[src/rtl/mul_sched_pkg.sv]
// Shared types and datapath control codes for the shift-add multiply scheduler.
package mul_sched_pkg;

   typedef enum logic [2:0] {
      IDLE,
      LOAD,
      EVAL,
      SHIFT,
      DONE
   } state_t;

   localparam logic [1:0] SH_HOLD  = 2'd0;
   localparam logic [1:0] SH_RIGHT = 2'd1;
   localparam logic [1:0] SH_LOAD  = 2'd2;

   localparam logic [1:0] ACC_HOLD = 2'd0;
   localparam logic [1:0] ACC_CLR  = 2'd1;
   localparam logic [1:0] ACC_ADD  = 2'd2;

   function automatic logic [1:0] onehot2(input logic idx);
      return idx ? 2'b10 : 2'b01;
   endfunction

endpackage

[src/rtl/mul_sched_rr_arb2.sv]
// Two-way round-robin arbiter; a tie goes to whoever was not served last.
module rr_arb2 (
   input  logic [1:0] req,
   input  logic       last,
   output logic       winner,
   output logic       valid
);

   always_comb begin
      valid  = |req;
      winner = 1'b0;
      unique case (req)
         2'b10:   winner = 1'b1;
         2'b11:   winner = ~last;
         default: winner = 1'b0;
      endcase
   end

endmodule

[src/rtl/mul_sched.sv]
// Scheduler/controller for a shared shift-add multiplier with two requesters.
// Optional: MUL_SCHED_EARLY_EXIT_EN ends an operation once the multiplier is exhausted.
module mul_sched
   import mul_sched_pkg::*;
#(
   parameter int N = 8
) (
   input  logic                     clock,
   input  logic                     reset,
   input  logic [1:0]               req,
   input  logic                     q,
   input  logic                     mz,
   output logic [1:0]               gnt,
   output logic                     sel,
   output logic [1:0]               c_sh,
   output logic [1:0]               c_acc,
   output logic [1:0]               done,
   output logic                     busy,
   output logic [$clog2(N+1)-1:0]   k
);

   localparam int KW = $clog2(N+1);

   state_t state, state_nx;
   logic   last;
   logic   win;
   logic   win_vld;

   rr_arb2 u_arb (
      .req    (req),
      .last   (last),
      .winner (win),
      .valid  (win_vld)
   );

   // reset is active low
   always_ff @(posedge clock or negedge reset) begin
      if (!reset) begin
         state <= IDLE;
         sel   <= 1'b0;
         last  <= 1'b1;
         k     <= '0;
      end else begin
         state <= state_nx;
         if (state == IDLE && win_vld) begin
            sel  <= win;
            last <= win;
            k    <= '0;
         end else if (state == SHIFT) begin
            k <= k + KW'(1);
         end
      end
   end

`ifndef MUL_SCHED_EARLY_EXIT_EN
   logic mz_unused;
   assign mz_unused = mz;
`endif

   always_comb begin
      state_nx = state;
      gnt      = 2'b00;
      c_sh     = SH_HOLD;
      c_acc    = ACC_HOLD;
      done     = 2'b00;
      unique case (state)
         IDLE: begin
            if (win_vld) state_nx = LOAD;
         end
         LOAD: begin
            gnt      = onehot2(sel);
            c_sh     = SH_LOAD;
            c_acc    = ACC_CLR;
            state_nx = EVAL;
         end
         EVAL: begin
            gnt   = onehot2(sel);
            c_acc = q ? ACC_ADD : ACC_HOLD;
`ifdef MUL_SCHED_EARLY_EXIT_EN
            state_nx = mz ? DONE : SHIFT;
`else
            state_nx = SHIFT;
`endif
         end
         SHIFT: begin
            gnt      = onehot2(sel);
            c_sh     = SH_RIGHT;
            // k is about to increment; finish when it reaches N
            state_nx = (k == KW'(N - 1)) ? DONE : EVAL;
         end
         DONE: begin
            gnt      = onehot2(sel);
            done     = onehot2(sel);
            state_nx = IDLE;
         end
         default: state_nx = IDLE;
      endcase
      if (!reset) c_acc = ACC_CLR;
   end

   assign busy = (state != IDLE);

endmodule

[config.mk]
export PLATFORM = sky130hd
export DESIGN_NAME = mul_sched
export DESIGN_NICKNAME = d
export VERILOG_FILES = /design/src/rtl/mul_sched_pkg.sv /design/src/rtl/mul_sched_rr_arb2.sv /design/src/rtl/mul_sched.sv
export SDC_FILE = /design/constraint.sdc
export NUM_CORES = 1
export LEC_CHECK = 0
export CAP_MARGIN = 0
export CORE_UTILIZATION = 37
export DETAILED_ROUTE_END_ITERATION = 16
export GPL_TIMING_DRIVEN = 1
export PLACE_DENSITY = 0.72
export SYNTH_ARGS = -nofsm -noshare
export SYNTH_HDL_FRONTEND = slang
export SYNTH_SLANG_ARGS = --single-unit
[constraint.sdc]
create_clock -name clock -period 1.3 [get_ports clock]
set_input_delay 0.13 -clock clock [delete_from_list [all_inputs] [get_ports clock]]
set_output_delay 0.13 -clock clock [all_outputs]
set_load 0.02 [all_outputs]
Word level (Yosys, flattened, before mapping)
Cells that the tools add are included.

Bits in registers: 9. Input bits: 6. Output and inout bits: 14. Logic and storage cells: 33.

Add/sub/neg operators: 1. Eq/ne operators: 8. Multiplexer cells: 13. Bitwise gates (word level): 1. Reductions and logical operators: 6.

Operators with widths (count): 3-bit one-hot mux with 4 select lines (1); 2-bit two-way mux (5); 4-bit two-way mux (2); 2-bit one-hot mux with 2 select lines (2); 3-bit by 2-bit == test with 1-bit output (second input constant) (2); 3-bit two-way mux (2); 4-bit by 1-bit adder with 4-bit output (second input constant) (1); 2-bit == test (second input constant) (2); 4-bit by 3-bit == test with 1-bit output (second input constant) (1); 4-bit OR reduction (1); 3-bit by 1-bit == test with 1-bit output (second input constant) (1); 3-bit == test (second input constant) (1); 3-bit logical NOT (1); 3-bit nonzero test (1); 2-bit inequality test (second input constant) (1); 1-bit one-hot mux with 2 select lines (1); 2-bit nonzero test (1); 2-bit OR reduction (1); 1-bit logical AND (1); 1-bit NOT (1).

Logic depth before layout (Yosys ltp)
Depth after elaboration: 3. Gate-level depth with buffers: 5. Mapped depth without buffers: 4.

By module
From an unflattened synthesis, not the netlist that was laid out.

Cells, all modules: 53. Area total of the unflattened synthesis: 529.3 um^2.

By module, submodules not included: mul_sched (instances 1, cells each 51, area an instance 515.5 um^2, sequential area each 226.5 um^2); rr_arb2 (instances 1, cells each 2, area an instance 13.8 um^2, sequential area each 0.0 um^2).

Worst setup path before layout
No wires, ideal clock.

Kind: reg2reg. From: register state[1]. To: register k[0]. Library setup time: 0.123 ns. Arrival: 1.157 ns. Data required time: 1.177 ns. Slack: 0.020 ns. Cell stages (with the launch flop): 6. Path buffers: 1. Period minus slack after synthesis: 1.280 ns. Cells stage by stage: dfrtp_1 buf_4 nor3_4 inv_1 nor2_2 nor2_1.

Cells in the longest elaborated chain, start to end: 3. Elaborated cells on any way between the ends: 5. Classes of those cells: eq/ne: 1; mux: 1; reduce/logical: 3.

RTL lines: start, declared (RTL line mul_sched.sv:24) `state_t state, state_nx;`; start signal, assigned (RTL line mul_sched.sv:44) `state <= state_nx;`; 3-bit logical NOT (RTL line mul_sched.sv:45) `if (state == IDLE && win_vld) begin`; 1-bit logical AND (RTL line mul_sched.sv:45); 4-bit two-way mux / 2-bit nonzero test (equally long branches); end signal, assigned (RTL line mul_sched.sv:50) `k <= k + KW'(1);`; end, declared (RTL line mul_sched.sv:19) `output logic [$clog2(N+1)-1:0] k`.

Several ways; a longest one is shown, not always the timed one. A chain may end at the register's enable or synchronous reset.

Worst setup path in the final report
From: register state[1]. To: output gnt[0].

Cells in the longest elaborated chain, start to end: 3. Elaborated cells on any way between the ends: 6. Classes of those cells: eq/ne: 4; mux: 1; reduce/logical: 1.

RTL lines: 3-bit by 2-bit == test with 1-bit output, or another cell as far along (RTL line mul_sched.sv:66) `unique case (state)`; 4-bit OR reduction (no source line) *; 2-bit two-way mux *; end, declared (RTL line mul_sched.sv:13) `output logic [1:0] gnt,`.

Every way passes the cells marked *; elsewhere a longest branch is shown, timed or not.

==> results by group <==
Yosys
  • Post-synth EDFFs: 0
  • Main combinational cell family by area after synthesis: simple AND/OR/NAND/NOR gates
  • Syn_area_per_cell: approximately 9 sq um
  • Synth Flop Type: dfrtp_1
  • Post-synth net total: 64
  • Post-synthesis cell type count: 23
  • Simple-gate area share of the yosys netlist: around a third
  • Sequential share of the synthesized area: 44.25%
  • Compound-gate portion of the synthesized area: ~10%
  • Synth Area in Adders: 2.445%
  • Post-synthesis cell area: 511.7 sq um
  • Area leader, netlist: dfrtp_1
  • Area contributors post-synth: dfrtp_1 39%, nor2_1 6.6%, nor3_1 5.9%
  • Most common cell in the netlist: nor2_1
  • YS warnings: 0
  • Asr flop ratio synth: 100.0%
  • Xor and xnor fraction of the mapped netlist area: under 10%
  • Gate Count Post-Synth: between 50 and 60
  • Multiplexer share of the synthesized area: 0%
  • Most instantiated cells after synthesis: 9 x nor2_1, 8 x dfrtp_1, 8 x nand2_1
  • Synth top area share: 39.12%
  • #FFs+latches synth: 9

Floorplanning
  • Core Box Area: 1301 sq um
  • Initial core utilization: 39.33%
  • Die W: between 30 and 40 um
  • Num rows: 13
  • Die Ht: roughly 40 um
  • IO Pins: 20
  • DIE AREA: between 1500 and 2000 sq um

Route
  • Vias: ~540
  • WL met3: between 40 and 50 um
  • DR WL/cell: between 10 and 15 um
  • Routed met1 length: approximately 590 um
  • Vias per cell: between 4 and 5
  • 1st-iter DRT viols: 8
  • DRT antenna net count: 0
  • 1st-pass router iterations: 4
  • Met2 Wirelength: 770 um
  • DRC: 0
  • Top sig layer: met4
  • Total detailed-routing wirelength: roughly 1.4 mm

Critical path
  • Worst-path maximum fanout: 5
  • Worst setup EP type: output port
  • WP data required: ~1.2 ns
  • Startpoint types: flop
  • Crit path arrival time: about 1.4 ns
  • Critical path type: flop to output port

Timing
  • Unrepaired setup endpoints after global routing: true
  • # setup viols final: 8
  • Period minus WS final: about 1.5 ns
  • Worst setup margin: -0.2089 ns
  • Hold Slack: between 0.2 and 0.3 ns
  • Final hold vios: 0
  • Slew Limit Fails: 0
  • Clk_skew: roughly 0.0016 ns
  • Slew HR: 85.31%
  • Max Fclk: 662.7 MHz
  • Worst-margin pin slew: between 0.2 and 0.25 ns
  • Final period utilization: 116.1%

Run
  • # Max-Cap Violations: 0

CTS
  • CTS sink cnt: 9
  • H-tree depth: 1
  • Reg clk slew, reported paths: roughly 0.07 ns
  • Clk_lat worst skew: roughly 0.26 ns
  • CTS tree: yes
  • CTS buffer count: 3
  • Clk root buf: clkbuf_4
  • Bufs on Longest Clock Path: 2

Layout
  • Layout Nets: 104
  • Synthesis-to-finish area growth: 77.51%
  • Layout cells sized above 1: between 50% and 60%
  • Fillers: approximately 110
  • Inserted Diodes: 0
  • Final Cell Area: 908.4 sq um

Global routing
  • Pin count of the biggest net entering global routing: 10
  • Grt ovf: 0
  • First-pass GRT wire length: a little over 2 mm
  • Initial antenna violation count: 0
  • All-Layer GR Usage: 20.46%
  • Vias in the first global route: around 480

Place
  • Placed Area: 767.0 sq um
  • GP Congestion: between 0.7 and 0.8
  • DPL Wire Length: roughly 890 um
  • I/O Buffers: 18

Status
  • Status: complete, but fails checks
  • Failing checks: setup timing

Pwr
  • Final Total Pwr: around 0.0023 W
  • Leak: around 0.42 nW
  • Pwr per Cell Area: around 2500 nW/um^2
  • Peak supply drop: ~0.0016 V

Min path
  • HP Class: input port to async pin
per-layer routing:
metal  up-vias  track usage [%]
met5         -                0
met4         0            10.34
met3         2            3.468
met2        11            35.83
met1       260            23.40
li1        271                -
critical path: stages, from the launching register on:
cell,delay (ns)
dfrtp_2,0.47
buf_6,0.14
o21ai_2,0.09
nand2_1,0.10
nor2_1,0.16
buf_4,0.16
layout make-up:
class / count / area (sq um) / area share (%)
Clock buffer: 4 / 26.28 / 2.893
Inverter: 3 / 11.26 / 1.240
Multi-Input combinational cell: 42 / 286.5 / 31.54
Sequential cell: 9 / 230.2 / 25.34
Tap cell: 15 / 18.77 / 2.066
Timing Repair Buffer: 38 / 335.3 / 36.91
sequential cells by signal, indices dropped and copies added, names as in the netlist:
register and count:
k 4, last 1, sel 1, state 3
worst paths after layout:
kind,endpoint,slack [ns],cells after the start,start
min in group clock,state[2]$_DFFE_PN0P_,0.51,1,k[3]$_DFFE_PN0P_
max in group asynchronous,last$_DFFE_PN1P_,0.79,3,reset
max,gnt[0],-0.21,5,state[1]$_DFFE_PN0P_
min reg2reg,state[2]$_DFFE_PN0P_,0.51,1,k[3]$_DFFE_PN0P_
max reg2reg,k[3]$_DFFE_PN0P_,0,5,state[0]$_DFFE_PN0P_
min,k[2]$_DFFE_PN0P_,0.30,3,reset
cells in the final DEF (no fill, tap or decap), drive strengths merged:
cell	n
a21oi	3
a31oi	1
a32o	1
buf	29
clkbuf	4
clkdlybuf4s50	4
dfrtp	8
dfstp	1
dlygate4sd2	5
ha	1
inv	3
nand2	8
nand2b	1
nand3	2
nand3b	1
nand4b	1
nor2	10
nor3	7
o21ai	3
or3	1
xnor2	1
xor2	1
metrics by stage:
step / setup TNS, ns / utilization [%] / worst slack, ns / std cells
finish: -0.8337 / 69.81 / -0.2089 / 111
global route: -1.407 / 69.81 / -0.2731 / 111
CTS: -0.3162 / 65.38 / -0.1272 / 109
detailed placement: -2.574 / 58.94 / -0.2853 / 98
global placement: -2.271 / 58.94 / -0.2710 / 98
floorplan: 0 / - / 0.02014 / 57
what timing repair did:
| action | 4_1_cts | 5_1_grt |
|---|---|---|
| hold buffers | 0 | 0 |
| gates resized for setup | 67 | 12 |
| setup buffers | 8 | 2 |
| setup endpoints to repair | 18 | 13 |
| gates cloned | 0 | 0 |
| pin swaps | 5 | 4 |
power breakdown:
part | switching (W) | internal, W | total [W]
Sequential | 0.000187 | 0.000426 | 0.000613
Clock | 0.000102 | 0.000118 | 0.000220
Combinational | 0.000677 | 0.000760 | 0.00144
cells by family (layout without fill, tap and decap cells):
| group | Yosys count | count (layout) |
|---|---|---|
| xor gates and xnor gates | 2 | 2 |
| and+or+nand+nor | 31 | 31 |
| DFF | 9 | 9 |
| buffers and inverters | 6 | 45 |
| adders and majority gates | 1 | 1 |
| AOI/OAI and AO/OA | 8 | 8 |
(Power assumes the default switching activity.)
